[src/rtl/pmu_ctrl.sv]
// rtl/pmu_ctrl.sv - power-management unit: keyed shutdown/reset commands, watchdog, reset cause
module pmu_ctrl #(
  parameter int          addr_w = 12,
  parameter logic [23:0] key    = 24'hB0A5A5,
  parameter int          wdt_w  = 24
) (
  input  logic              clk,
  input  logic              rst_n,
  input  logic              bus_re,
  input  logic [3:0]        bus_we,
  input  logic [addr_w-1:0] bus_addr,
  input  logic [31:0]       bus_wdata,
  output logic              bus_ready,
  output logic [31:0]       bus_rdata,
  output logic              shdn_req,
  output logic              rst_req
);

  typedef enum logic [1:0] {
    st_idle = 2'd0,
    st_wait = 2'd1,
    st_off  = 2'd2
  } state_t;

  state_t             state;
  state_t             state_nx;
  logic [15:0]        delay_reg;
  logic [15:0]        dly_cnt;
  logic               kind_shdn;
  logic [wdt_w-1:0]   wdt_cnt;
  logic               wdt_armed;
  logic [1:0]         cause;
  logic               err;

  logic [1:0]         sel;
  logic               wr;
  logic               wr_cmd;
  logic               wr_delay;
  logic               wr_wdt;
  logic               wr_status;
  logic               cmd_ok;
  logic               accept;
  logic               fire;
  logic               wdt_exp;
  logic               do_rst;
  logic               pend;
  logic [wdt_w-1:0]   wdt_wval;
  logic [31:0]        status;
  logic               unused_addr;

  assign bus_ready = 1'b1;
  assign sel       = bus_addr[3:2];
  assign wr        = |bus_we;
  assign wr_cmd    = wr && (sel == 2'd0);
  assign wr_delay  = wr && (sel == 2'd1);
  assign wr_wdt    = wr && (sel == 2'd2);
  assign wr_status = wr && (sel == 2'd3);
  assign wdt_wval  = bus_wdata[wdt_w-1:0];
  assign unused_addr = ^{bus_addr[addr_w-1:4], bus_addr[1:0]};

  assign pend    = (state != st_idle);
  assign cmd_ok  = (bus_wdata[31:8] == key) &&
                   ((bus_wdata[1:0] == 2'b01) || (bus_wdata[1:0] == 2'b10)) && !pend;
  assign fire    = (state == st_wait) && (dly_cnt == 16'd0);
  // A WDT write in the expiry cycle reloads the counter instead of expiring
  assign wdt_exp = wdt_armed && (wdt_cnt == wdt_w'(1)) && !wr_wdt;
  assign do_rst  = wdt_exp || (fire && !kind_shdn);
  // A command landing on the same edge as a reset is swallowed by that reset
  assign accept  = wr_cmd && cmd_ok && !do_rst;
  assign status  = {26'd0, wdt_armed, err, cause, pend && kind_shdn, pend};

  // State register
  always_ff @(posedge clk or negedge rst_n) begin
    if (!rst_n) state <= st_idle;
    else        state <= state_nx;
  end

  // Next-state: command accept, fire, and reset returning everything to idle
  always_comb begin
    state_nx = state;
    case (state)
      st_idle: if (accept) state_nx = st_wait;
      st_wait: if (fire) state_nx = kind_shdn ? st_off : st_idle;
      st_off:  state_nx = st_off;
      default: state_nx = st_idle;
    endcase
    if (do_rst) state_nx = st_idle;
  end

  // Request outputs, delay counter and latched command kind
  always_ff @(posedge clk or negedge rst_n) begin
    if (!rst_n) begin
      rst_req   <= 1'b0;
      shdn_req  <= 1'b0;
      dly_cnt   <= 16'd0;
      kind_shdn <= 1'b0;
    end else begin
      rst_req <= do_rst;
      if (do_rst)                  shdn_req <= 1'b0;
      else if (fire && kind_shdn)  shdn_req <= 1'b1;
      if (accept) begin
        dly_cnt   <= delay_reg;
        kind_shdn <= bus_wdata[1];
      end else if ((state == st_wait) && (dly_cnt != 16'd0)) begin
        dly_cnt <= dly_cnt - 16'd1;
      end
    end
  end

  // Software-visible registers: DELAY, watchdog, reset cause, sticky error
  always_ff @(posedge clk or negedge rst_n) begin
    if (!rst_n) begin
      delay_reg <= 16'd0;
      wdt_cnt   <= '0;
      wdt_armed <= 1'b0;
      cause     <= 2'b00;
      err       <= 1'b0;
    end else begin
      if (do_rst)        delay_reg <= 16'd0;
      else if (wr_delay) delay_reg <= bus_wdata[15:0];

      if (do_rst) begin
        wdt_cnt   <= '0;
        wdt_armed <= 1'b0;
      end else if (wr_wdt) begin
        wdt_cnt   <= wdt_wval;
        wdt_armed <= (wdt_wval != '0);
      end else if (wdt_armed && (wdt_cnt != '0)) begin
        wdt_cnt <= wdt_cnt - wdt_w'(1);
      end

      if (wdt_exp)     cause <= 2'b10;
      else if (do_rst) cause <= 2'b01;

      if (wr_cmd && !cmd_ok)              err <= 1'b1;
      else if (wr_status && bus_wdata[4]) err <= 1'b0;
    end
  end

  // Registered read port; holds its value between reads
  always_ff @(posedge clk or negedge rst_n) begin
    if (!rst_n) begin
      bus_rdata <= 32'd0;
    end else if (bus_re) begin
      case (sel)
        2'd0:    bus_rdata <= 32'd0;
        2'd1:    bus_rdata <= {16'd0, delay_reg};
        2'd2:    bus_rdata <= 32'(wdt_cnt);
        default: bus_rdata <= status;
      endcase
    end
  end

endmodule

[config.mk]
export PLATFORM = sky130hd
export DESIGN_NAME = pmu_ctrl
export DESIGN_NICKNAME = d
export VERILOG_FILES = /design/src/rtl/pmu_ctrl.sv
export SDC_FILE = /design/constraint.sdc
export NUM_CORES = 1
export LEC_CHECK = 0
export BUFFER_PORTS_ARGS = -buffer_cell sky130_fd_sc_hd__buf_2
export CELL_PAD_IN_SITES_DETAIL_PLACEMENT = 1
export CELL_PAD_IN_SITES_GLOBAL_PLACEMENT = 1
export CORE_ASPECT_RATIO = 1.75
export CORE_MARGIN = 4
export CORE_UTILIZATION = 47
export DETAILED_ROUTE_END_ITERATION = 7
export PLACE_DENSITY = 0.82
export SLEW_MARGIN = 20
export SYNTH_ARGS = -nofsm -noshare
export SYNTH_HDL_FRONTEND = slang
export SYNTH_SLANG_ARGS = --single-unit
[constraint.sdc]
create_clock -name clk -period 6.8 [get_ports clk]
set_clock_uncertainty 0.05 [all_clocks]
set_input_delay 1.36 -clock clk [delete_from_list [all_inputs] [get_ports clk]]
set_output_delay 1.36 -clock clk [all_outputs]
set_load 0.05 [all_outputs]
==> results_dict.tcl <==
set metrics [dict create \
    grt_max_degree 60 \
    area_delta_synth_final_pct 11.96 \
    power_frac_comb_pct 23.1 \
    cp_max_fo 21 \
    yosys.area_share.simple_pct 21.57 \
    muxShareOfSynthArea_pct 3.701 \
    stdcell_area_um2 5904 \
    cts-buffers-inserted 9 \
    cts_resized 0 \
    ios 86 \
    synth_top_family_by_area "compound AO/OA/AOI/OAI gates" \
    yosysUniqueCellTypes 75 \
    crit_arrival_ns 4.34 \
    crit_start "bus_addr[3]" \
    die_area_um2 13050 \
    nets 674 \
    htree_levels 3 \
    initialDrtViolationCount 378 \
    synth-async-reset-ratio_pct 100.0 \
    clk_latency_ns 0.35 \
    initial_utilization_pct 48.73 \
    final.fill_count 1267 \
    first_global_vias 5306 \
    yosys.area_share.adder_pct 1.423 \
    netlist_area_um2 5274 \
    multi_input_area_um2 2769 \
    vdd.ir_drop.worst_mv 0.1495 \
    drive_gt1_share_pct 19.00 \
    rows 50 \
    cts_tree "done" \
    cp-endpoint "wdt_cnt[18]$_DFFE_PN0P_" \
    outcome "completed" \
    drv_cap 0 \
    final_cell_mix "89 x dfrtp_1, 73 x nor2_1, 65 x buf_2" \
    core_area_um2 10820 \
    synth_edf_count 0 \
    period_share_pct 60.91 \
    first_pass_iters 4 \
    min-delay-start "cause[0]$_DFFE_PN0P_" \
    vias 4967 \
    crit_type "input pin to flip-flop" \
    fmax_mhz 241.5 \
    powerDensity_nw_per_um2 256.9 \
    post_cts_buffers 0 \
    hold_viol_final 0 \
    start_kind "input pin" \
    diodes 0 \
    ys_ff_latch 89 \
    vias_per_cell 6.614 \
    finalSetupTns_ns 0 \
    synth.avg_cell_area_um2 9.269 \
    drc 0 \
    synth-compound-area-share_pct 22.80 \
    netlist_top_cells_area "dfrtp_1 42%, nor2_1 5.2%, a211oi_1 2.8%, a21oi_1 2.8%, mux2i_1 2.8%" \
    switching_power_uw 559.9 \
    final_common_cell "dfrtp_1" \
    wl_per_cell_um 24.51 \
    swShare_pct 36.92 \
    p_leak_uw 0.002438 \
    postCtsHoldBufs 0 \
    r2r-end "wdt_cnt[18]$_DFFE_PN0P_" \
    largestRegisters "bus_rdata (24), wdt_cnt (24)" \
    p_clk_share_pct 31.0 \
    reg2reg_slack_ns 3.59 \
    p_int_uw 956.8 \
    dpl_cell_area_um2 5632 \
    gp_congestion 0.9318 \
    required_ns 6.99 \
    yosys.area.top_type "dfrtp_1" \
    place_hpwl_mm 13.76 \
    slew_violations 0 \
    maxSlewHeadroom_pct 28.50 \
    synth_top_flop_cell "dfrtp_1" \
    reg2regPathDepth 5 \
    regArea_um2 2227 \
    cp-end-kind "flip-flop" \
    setup_viol 0 \
    fp.dieH_um 148.1 \
    clk_pin_slew_ns 0.07 \
    synth_xor_area_share_pct 2.325 \
    port_buffers 66 \
    netlist_instances 569 \
    rsz0062_at_grt "no" \
    antenna_found_initial 0 \
    clkSinkCount 89 \
    antenna_left 0 \
    fp.dieW_um 88.08 \
    final_util_pct 54.55 \
    clk_path_buf_depth 2 \
    grt_pass1_wl_mm 29.30 \
    wirelength_mm 18.41 \
    power.share.sequential_pct 45.8 \
    yosysSeqAreaShare_pct 42.23 \
    yosys_warnings 0 \
    rr_startpoint "wdt_cnt[9]$_DFFE_PN0P_" \
    cts-root-buf "clkbuf_16" \
    grt.overflow.total 0 \
    netlist.area_leader.share_pct 42.23 \
    worstMarginPinSlew_ns 1.063 \
    hold_path.class "flip-flop to flip-flop" \
    period_needed_ns 4.142 \
    grt_util_all_layers_pct 29.49 \
]
## worst min-delay path by stage
stage,depth (start not counted),to
detailed placement,1,cause[1]$_DFFE_PN0P_
floorplan,1,cause[1]$_DFFE_PN0P_
finish,2,cause[0]$_DFFE_PN0P_
CTS,2,cause[0]$_DFFE_PN0P_
global route,1,cause[1]$_DFFE_PN0P_
global placement,1,cause[1]$_DFFE_PN0P_
## worst max-delay path, stage by stage
cell	delay, ns
buf_2	0.26
nor2b_1	0.74
buf_4	0.38
and2_1	0.73
o41ai_4	0.34
buf_4	0.30
a211oi_1	0.22
## per-stage QoR
stage          power, µW  cells  hold WS (ns)  setup slack, ns
5_1_grt             1578    751        0.4767            2.407
3_5_place_dp        1046    736        0.4274            2.040
6_report            1517    751        0.4584            2.658
3_3_place_gp        1028    736        0.4057            2.184
4_1_cts             1517    751        0.4563            2.339
2_1_floorplan      910.2    576        0.3941            3.683
## synthesized netlist by cell type (all sizes together), types with 5 or more instances
| master | n |
|---|---|
| dfrtp | 89 |
| nor2 | 75 |
| nand2 | 34 |
| a21oi | 30 |
| inv | 28 |
| o21ai | 28 |
| clkbuf | 23 |
| nand3 | 21 |
| a211oi | 20 |
| buf | 18 |
| a22oi | 17 |
| nor4 | 17 |
| mux2i | 15 |
| nor3 | 15 |
| xnor2 | 11 |
| a2111oi | 10 |
| nand4 | 10 |
| a32o | 9 |
| ha | 6 |
| and4 | 5 |
| nand4b | 5 |
| nor2b | 5 |
| or4 | 5 |
## area by class of cell
cell class              count  share of cell area, %
clock inverters             6                 0.7629
multi-input cells         418                  46.90
clock buffers               9                  3.814
flip-flops and latches     89                  37.72
well taps                 130                  2.755
inverters                  28                  1.780
repair buffers             71                  6.273
## routing by layer
metal | vias up | share of wire, % | GRT usage [%]
met3 | 64 | 4.7 | 4.435
met4 | 0 | 5.6 | 15.20
li1 | 2206 | - | -
met2 | 200 | 53 | 51.17
met5 | - | 0 | 0
met1 | 2497 | 36 | 34.43
## power by group through the flow
| stage | Clock, µW | Sequential [µW] | Combinational [µW] |
|---|---|---|---|
| 2_1_floorplan | 0 | 723 | 188 |
| 3_3_place_gp | 0 | 695 | 333 |
| 3_5_place_dp | 0 | 702 | 345 |
| 6_report | 471 | 695 | 351 |
| 5_1_grt | 500 | 701 | 377 |
| 4_1_cts | 476 | 693 | 349 |
## cell families (layout without fill, tap and decap cells)
logic type / after synthesis / count (layout)
compound gates: 157 / 157
xor+xnor: 14 / 14
fa+ha+maj: 6 / 6
buf+inv: 69 / 114
flops: 89 / 89
mux: 19 / 19
other cells: 2 / 9
simple gates: 213 / 213
Power figures use the tool's default switching activity.
